**config.mk**
```make
export PLATFORM = sky130hd
export DESIGN_NAME = pulse_framer_flat
export DESIGN_NICKNAME = d
export VERILOG_FILES = /design/src/rtl/pulse_framer_if.sv /design/src/rtl/pulse_framer.sv /design/src/flat_wrapper.sv
export SDC_FILE = /design/constraint.sdc
export NUM_CORES = 1
export LEC_CHECK = 0
export ABC_AREA = 1
export ABC_CLOCK_PERIOD_IN_PS = 7050
export BUFFER_PORTS_ARGS = -buffer_cell sky130_fd_sc_hd__buf_4
export CORE_UTILIZATION = 45
export DETAILED_ROUTE_END_ITERATION = 10
export GPL_ROUTABILITY_DRIVEN = 0
export PLACE_DENSITY = 0.69
export SLEW_MARGIN = 20
export SYNTH_ARGS = -nofsm -noshare
export SYNTH_HDL_FRONTEND = slang
export SYNTH_SLANG_ARGS = --single-unit
```
**constraint.sdc**
```tcl
create_clock -name clk -period 7.05 [get_ports clk]
set_clock_uncertainty 0.05 [all_clocks]
set_input_delay 0.3525 -clock clk [delete_from_list [all_inputs] [get_ports clk]]
set_output_delay 0.3525 -clock clk [all_outputs]
set_load 0.05 [all_outputs]
```
**src/rtl/pulse_framer_if.sv**
```systemverilog
// pulse_framer_if: sample stream with a 128-bit CVITA header sideband
interface pulse_framer_if #(parameter int WIDTH = 32);
  logic [WIDTH-1:0] tdata;
  logic [127:0]     tuser;
  logic             tvalid;
  logic             tlast;
  logic             tready;
  modport master(output tdata, tuser, tvalid, tlast, input tready);
  modport slave(input tdata, tuser, tvalid, tlast, output tready);
endinterface

```
**src/rtl/pulse_framer.sv**
```systemverilog
// pulse_framer: cuts a timed sample stream into fixed-length pulses, one output packet each
module pulse_framer #(
  parameter int MAX_PULSE_SIZE = 8192,
  parameter int WIDTH = 32
) (
  input  logic          clk,
  input  logic          reset,
  input  logic          clear,
  input  logic [31:0]   pulse_size,
  input  logic [31:0]   num_avg,
  output logic [31:0]   pulse_count,
  output logic          frame_err,
  output logic          short_pulse,
  pulse_framer_if.slave  up,
  pulse_framer_if.master down
);
  typedef enum logic [1:0] {IDLE, RUN, DROP} state_t;
  state_t       state;
  logic         sop, timed_sop, start, bad, fwd, acc, nat_last, eob_end, unused_hdr;
  logic [31:0]  idx, size_q, navg_q, size_now, navg_now, navg_in;
  logic [11:0]  seq;
  logic [63:0]  time_q, time_now;
  logic [127:0] hdr_q, hdr_now;
  // The first sample of a pulse is built and forwarded in the same cycle, so the header is muxed live
  always_comb begin
    timed_sop   = sop & up.tuser[125];
    start       = (state == IDLE && timed_sop) || (state == RUN && idx == 32'd0);
    bad         = pulse_size == 32'd0 || pulse_size > 32'(MAX_PULSE_SIZE);
    fwd         = (state == RUN || (state == IDLE && timed_sop)) && !(start && bad);
    up.tready   = fwd ? down.tready : 1'b1;
    acc         = up.tvalid & up.tready;
    navg_in     = num_avg == 32'd0 ? 32'd1 : num_avg;
    size_now    = start ? pulse_size : size_q;
    navg_now    = start ? navg_in : navg_q;
    nat_last    = idx == size_now - 32'd1;
    eob_end     = up.tlast & up.tuser[124];
    time_now    = timed_sop ? up.tuser[63:0] : time_q;
    hdr_now     = {up.tuser[127:126], 1'b1, pulse_count == navg_now - 32'd1, seq,
                   {pulse_size[13:0], 2'b00} + 16'd16, up.tuser[95:64], time_now};
    unused_hdr  = ^up.tuser[123:96];
    down.tdata  = up.tdata[WIDTH-1:0];
    down.tvalid = fwd & up.tvalid;
    down.tlast  = fwd & (nat_last | eob_end);
    down.tuser  = start ? hdr_now : hdr_q;
  end
  always_ff @(posedge clk) begin
    if (reset || clear) begin
      state       <= IDLE;
      sop         <= 1'b1;
      idx         <= '0;
      size_q      <= '0;
      navg_q      <= 32'd1;
      seq         <= '0;
      pulse_count <= '0;
      frame_err   <= 1'b0;
      short_pulse <= 1'b0;
      time_q      <= '0;
      hdr_q       <= '0;
    end else begin
      short_pulse <= 1'b0;
      if (acc) begin
        sop    <= up.tlast;
        time_q <= time_now + 64'd1;
      end
      if (acc && start && bad) begin
        frame_err <= 1'b1;
        state     <= DROP;
      end else if (acc && fwd) begin
        if (start) begin
          size_q <= pulse_size;
          navg_q <= navg_in;
          hdr_q  <= hdr_now;
          state  <= RUN;
        end
        if (nat_last || eob_end) begin
          idx <= '0;
          seq <= seq + 12'd1;
          // A natural end wins over an input eob landing on the same sample
          if (nat_last)
            pulse_count <= pulse_count >= navg_now - 32'd1 ? 32'd0 : pulse_count + 32'd1;
          else begin
            pulse_count <= '0;
            short_pulse <= 1'b1;
            state       <= IDLE;
          end
        end else
          idx <= idx + 32'd1;
      end
    end
  end
endmodule

```
**src/flat_wrapper.sv**
```systemverilog
// flat-port wrapper written by rule: the top's interface ports become plain ports
module pulse_framer_flat 
#(
  parameter int MAX_PULSE_SIZE = 8192,
  parameter int WIDTH = 32
)
  (clk, reset, clear, pulse_size, num_avg, pulse_count, frame_err, short_pulse, up_tdata, up_tuser, up_tvalid, up_tlast, up_tready, down_tdata, down_tuser, down_tvalid, down_tlast, down_tready);
  pulse_framer_if #(.WIDTH(WIDTH)) up_i ();
  pulse_framer_if #(.WIDTH(WIDTH)) down_i ();
  input  logic clk;
  input  logic reset;
  input  logic clear;
  input  logic [31:0] pulse_size;
  input  logic [31:0] num_avg;
  output logic [31:0] pulse_count;
  output logic frame_err;
  output logic short_pulse;
  input wire logic [$bits(up_i.tdata)-1:0] up_tdata;
  input wire logic [$bits(up_i.tuser)-1:0] up_tuser;
  input wire logic [$bits(up_i.tvalid)-1:0] up_tvalid;
  input wire logic [$bits(up_i.tlast)-1:0] up_tlast;
  output wire logic [$bits(up_i.tready)-1:0] up_tready;
  output wire logic [$bits(down_i.tdata)-1:0] down_tdata;
  output wire logic [$bits(down_i.tuser)-1:0] down_tuser;
  output wire logic [$bits(down_i.tvalid)-1:0] down_tvalid;
  output wire logic [$bits(down_i.tlast)-1:0] down_tlast;
  input wire logic [$bits(down_i.tready)-1:0] down_tready;
  assign up_i.tdata = up_tdata;
  assign up_i.tuser = up_tuser;
  assign up_i.tvalid = up_tvalid;
  assign up_i.tlast = up_tlast;
  assign up_tready = up_i.tready;
  assign down_tdata = down_i.tdata;
  assign down_tuser = down_i.tuser;
  assign down_tvalid = down_i.tvalid;
  assign down_tlast = down_i.tlast;
  assign down_i.tready = down_tready;
  pulse_framer #(.MAX_PULSE_SIZE(MAX_PULSE_SIZE), .WIDTH(WIDTH)) u_core (.clk(clk), .reset(reset), .clear(clear), .pulse_size(pulse_size), .num_avg(num_avg), .pulse_count(pulse_count), .frame_err(frame_err), .short_pulse(short_pulse), .up(up_i), .down(down_i));
endmodule
```
==> flow_summary.yaml <==
power:
  p_total_mw: 5.211
  ir_drop_uv: 149.7
  leakage_nw: 11.05
  powerDensity_nw_per_um2: 202.4
global_routing:
  grtUsageTotal: 0.2523
  grt_start_max_net_pins: 216
  grt_pass1_wl_mm: 102.1
  grt-ovfl-total: 0
  antenna_found_initial: 0
  grt_pass1_vias: 19490
setup_path:
  slowest_stage: "o21ai_1"
  path_delay_family: "simple AND/OR/NAND/NOR gates"
  crit_buf_inv: 6
  worstPathRequired_ns: 6.65
  critPathLaunch: "u_core.idx[0]"
  r2r-start: "u_core.idx[0]"
  start_kind: "register"
  path_max_fanout: 91
  endpoint_kind: "output port"
  arrival_ns: 5.98
  cpPeakStageDelay_ns: 0.45
  critPathKind: "reg -> out"
synthesis:
  synth_most_common_cell: "nand2_1"
  synth_edf_count: 0
  yosys_register_bits: 337
  syn_nets: 3761
  synth_area_per_cell_um2: 6.265
  async_reset_ff_frac: 0
  synth.cell_area_um2: 21870
  synth_cells: 3490
  yosysUniqueCellTypes: 49
  yosysTopAreaCell: "dfxtp_1"
  synth_top_cell_area_share: 0.3085
  synth.yosys.seq_area_share: 0.3085
  synthFlopType: "dfxtp_1"
  ys_warn_count: 0
  synth.top_cells.by_count: "734 x nand2_1, 453 x inv_1, 426 x nor2_1"
  synth_area_leaders: "dfxtp_1 31%, nand2_1 13%, o21ai_0 9.2%"
die:
  start_util: 0.4570
  rows: 80
  die_w_um: 222.4
  die_h_um: 222.4
  die-area_um2: 49480
  core-area_um2: 47850
  ios: 427
clocking:
  cts_tree: "done"
  cts.sinks: 337
  root_buffer: "clkbuf_16"
  h-tree-depth: 2
  cts_setup_buffers: 0
  cts_buffer_depth: 3
  clk_pin_slew_ns: 0.06
  clk-insertion-delay-late_ns: 0.56
  cts_inserted_buffers: 41
place:
  dpl_cell_area_um2: 24340
  dp_cells: 4255
  dp_hpwl_mm: 45.95
  portBuffers: 334
  pre_cts_ws_ns: 0.9108
finish:
  antenna_cells: 0
  fin_util: 0.5381
  post_layout_nonfiller_instances: 4331
  drive_gt1_frac: 0.1381
  fin_area_um2: 25750
  area_growth_pct: 17.74
  finalNetCount: 3955
sta:
  maxSlewViolCount: 0
  max_slew_margin: 0.3166
  rsz0062_at_grt: "false"
  setup_viol: 0
  worst_hold_slack_ns: 0.09403
  worst_pin_slew_ns: 1.025
  fin_crit_ns: 6.383
  fmax_ghz: 0.1567
  hold_viol: 0
  worst_slack_ns: 0.6670
  period_share: 0.9054
  timing.setup.tns_ns: 0
hold_path:
  hold_start: "num_avg[24]"
  hold_path_class: "in -> reg"
detailed_routing:
  routed_via_density: 5.121
  routedWlPerCell_um: 14.87
  firstDrtPassIters: 5
  antenna_left: 0
  vias: 22179
  drc_errors: 0
  drt-initial-drc-count: 1605
  routed_wl_mm: 64.39
flow_run:
  max_cap_violations: 0
status:
  outcome: "finished clean"
==> layout make-up <==
| type | count | area, µm² |
|---|---|---|
| Timing Repair Buffer | 354 | 2698 |
| Inverter | 474 | 1782 |
| Tap cell | 615 | 769.5 |
| Multi-Input combinational cell | 2476 | 12360 |
| Clock buffer | 61 | 1264 |
| Clock inverter | 14 | 131.4 |
| Sequential cell | 337 | 6746 |
| Fill cell | 4908 | 22100 |
==> worst min-delay path, cell delays in order <==
cell	delay (ns)
buf_4	0.10
mux2i_1	0.08
a21oi_1	0.12
==> registers in the layout, indices dropped and copies added, names as in the netlist <==
register and cells:
u_core.sop 1, u_core.short_pulse 1, u_core.navg_q 32, u_core.size_q 32
u_core.hdr_q 128, u_core.state 2, u_core.time_q 64, u_core.pulse_count 32
u_core.idx 32, u_core.seq 12, u_core.frame_err 1
==> cells by family after synthesis <==
kind of cell    share of synthesized area
compound gates                     0.1710
simple gates                       0.3032
fa+ha+maj                         0.02346
buf+inv                            0.1275
mux                              0.001431
flops                              0.3085
xor+xnor                          0.06489
==> where the power goes <==
part	switching (mW)	total (mW)	internal, mW
Sequential	0.0121	1.95	1.94
Combinational	0.764	1.09	0.325
Clock	0.858	2.17	1.31
==> routing by layer <==
| layer | global-route usage | vias to the layer above | routed length (µm) |
|---|---|---|---|
| met2 | 0.4016 | 647 | 28160 |
| met3 | 0.05210 | 108 | 4429 |
| li1 | - | 11544 | - |
| met1 | 0.3382 | 9880 | 29940 |
| met4 | 0.08587 | 0 | 1859 |
| met5 | 0 | - | 0 |
==> layout by cell type, fill, tap and decap left out, types with 3 or more instances in the layout <==
cell        Yosys  final
ha_1           41     41
o21ai_1        13     14
buf_4          34    350
nor2_4          5      6
a21oi_1       262    262
clkbuf_1      131      6
o21ai_2         3      3
or2_2          10     10
o21bai_1        3      3
clkbuf_8        0     12
clkinv_2        0      8
inv_2          19     20
a211oi_1       32     32
nor3_1         56     56
clkinvlp_4      0      3
nor4_1         35     35
nor2_2         17     17
inv_1         453    452
nand3_2         4      4
clkbuf_16       0     43
nand2_2        17     18
xnor2_1        15     15
and2_1          3      3
buf_12          0      3
nand2_4         2      4
o21ai_0       402    401
nor2_1        426    425
nand4_1        44     44
and3_1          3      3
nand3_1       168    168
dfxtp_1       337    337
nand3b_1       13     13
o211ai_1        3      3
nand2_1       734    731
xor2_1        147    147
==> final timing paths <==
check	to	slack, ns	depth (start not counted)
max	down_tuser[124]	0.67	27
max reg2reg	u_core.pulse_count[13]	1.20	33
min	u_core.navg_q[24]	0.09	3
min reg2reg	u_core.hdr_q[97]	0.39	2
==> what timing repair did <==
| item | CTS | global route |
|---|---|---|
| gates resized for setup | 0 | 1 |
| hold buffers | 1 | 0 |
| hold endpoints to repair | 1 | 0 |
| setup endpoints to repair | 0 | 1 |
(Power assumes the default switching activity.)
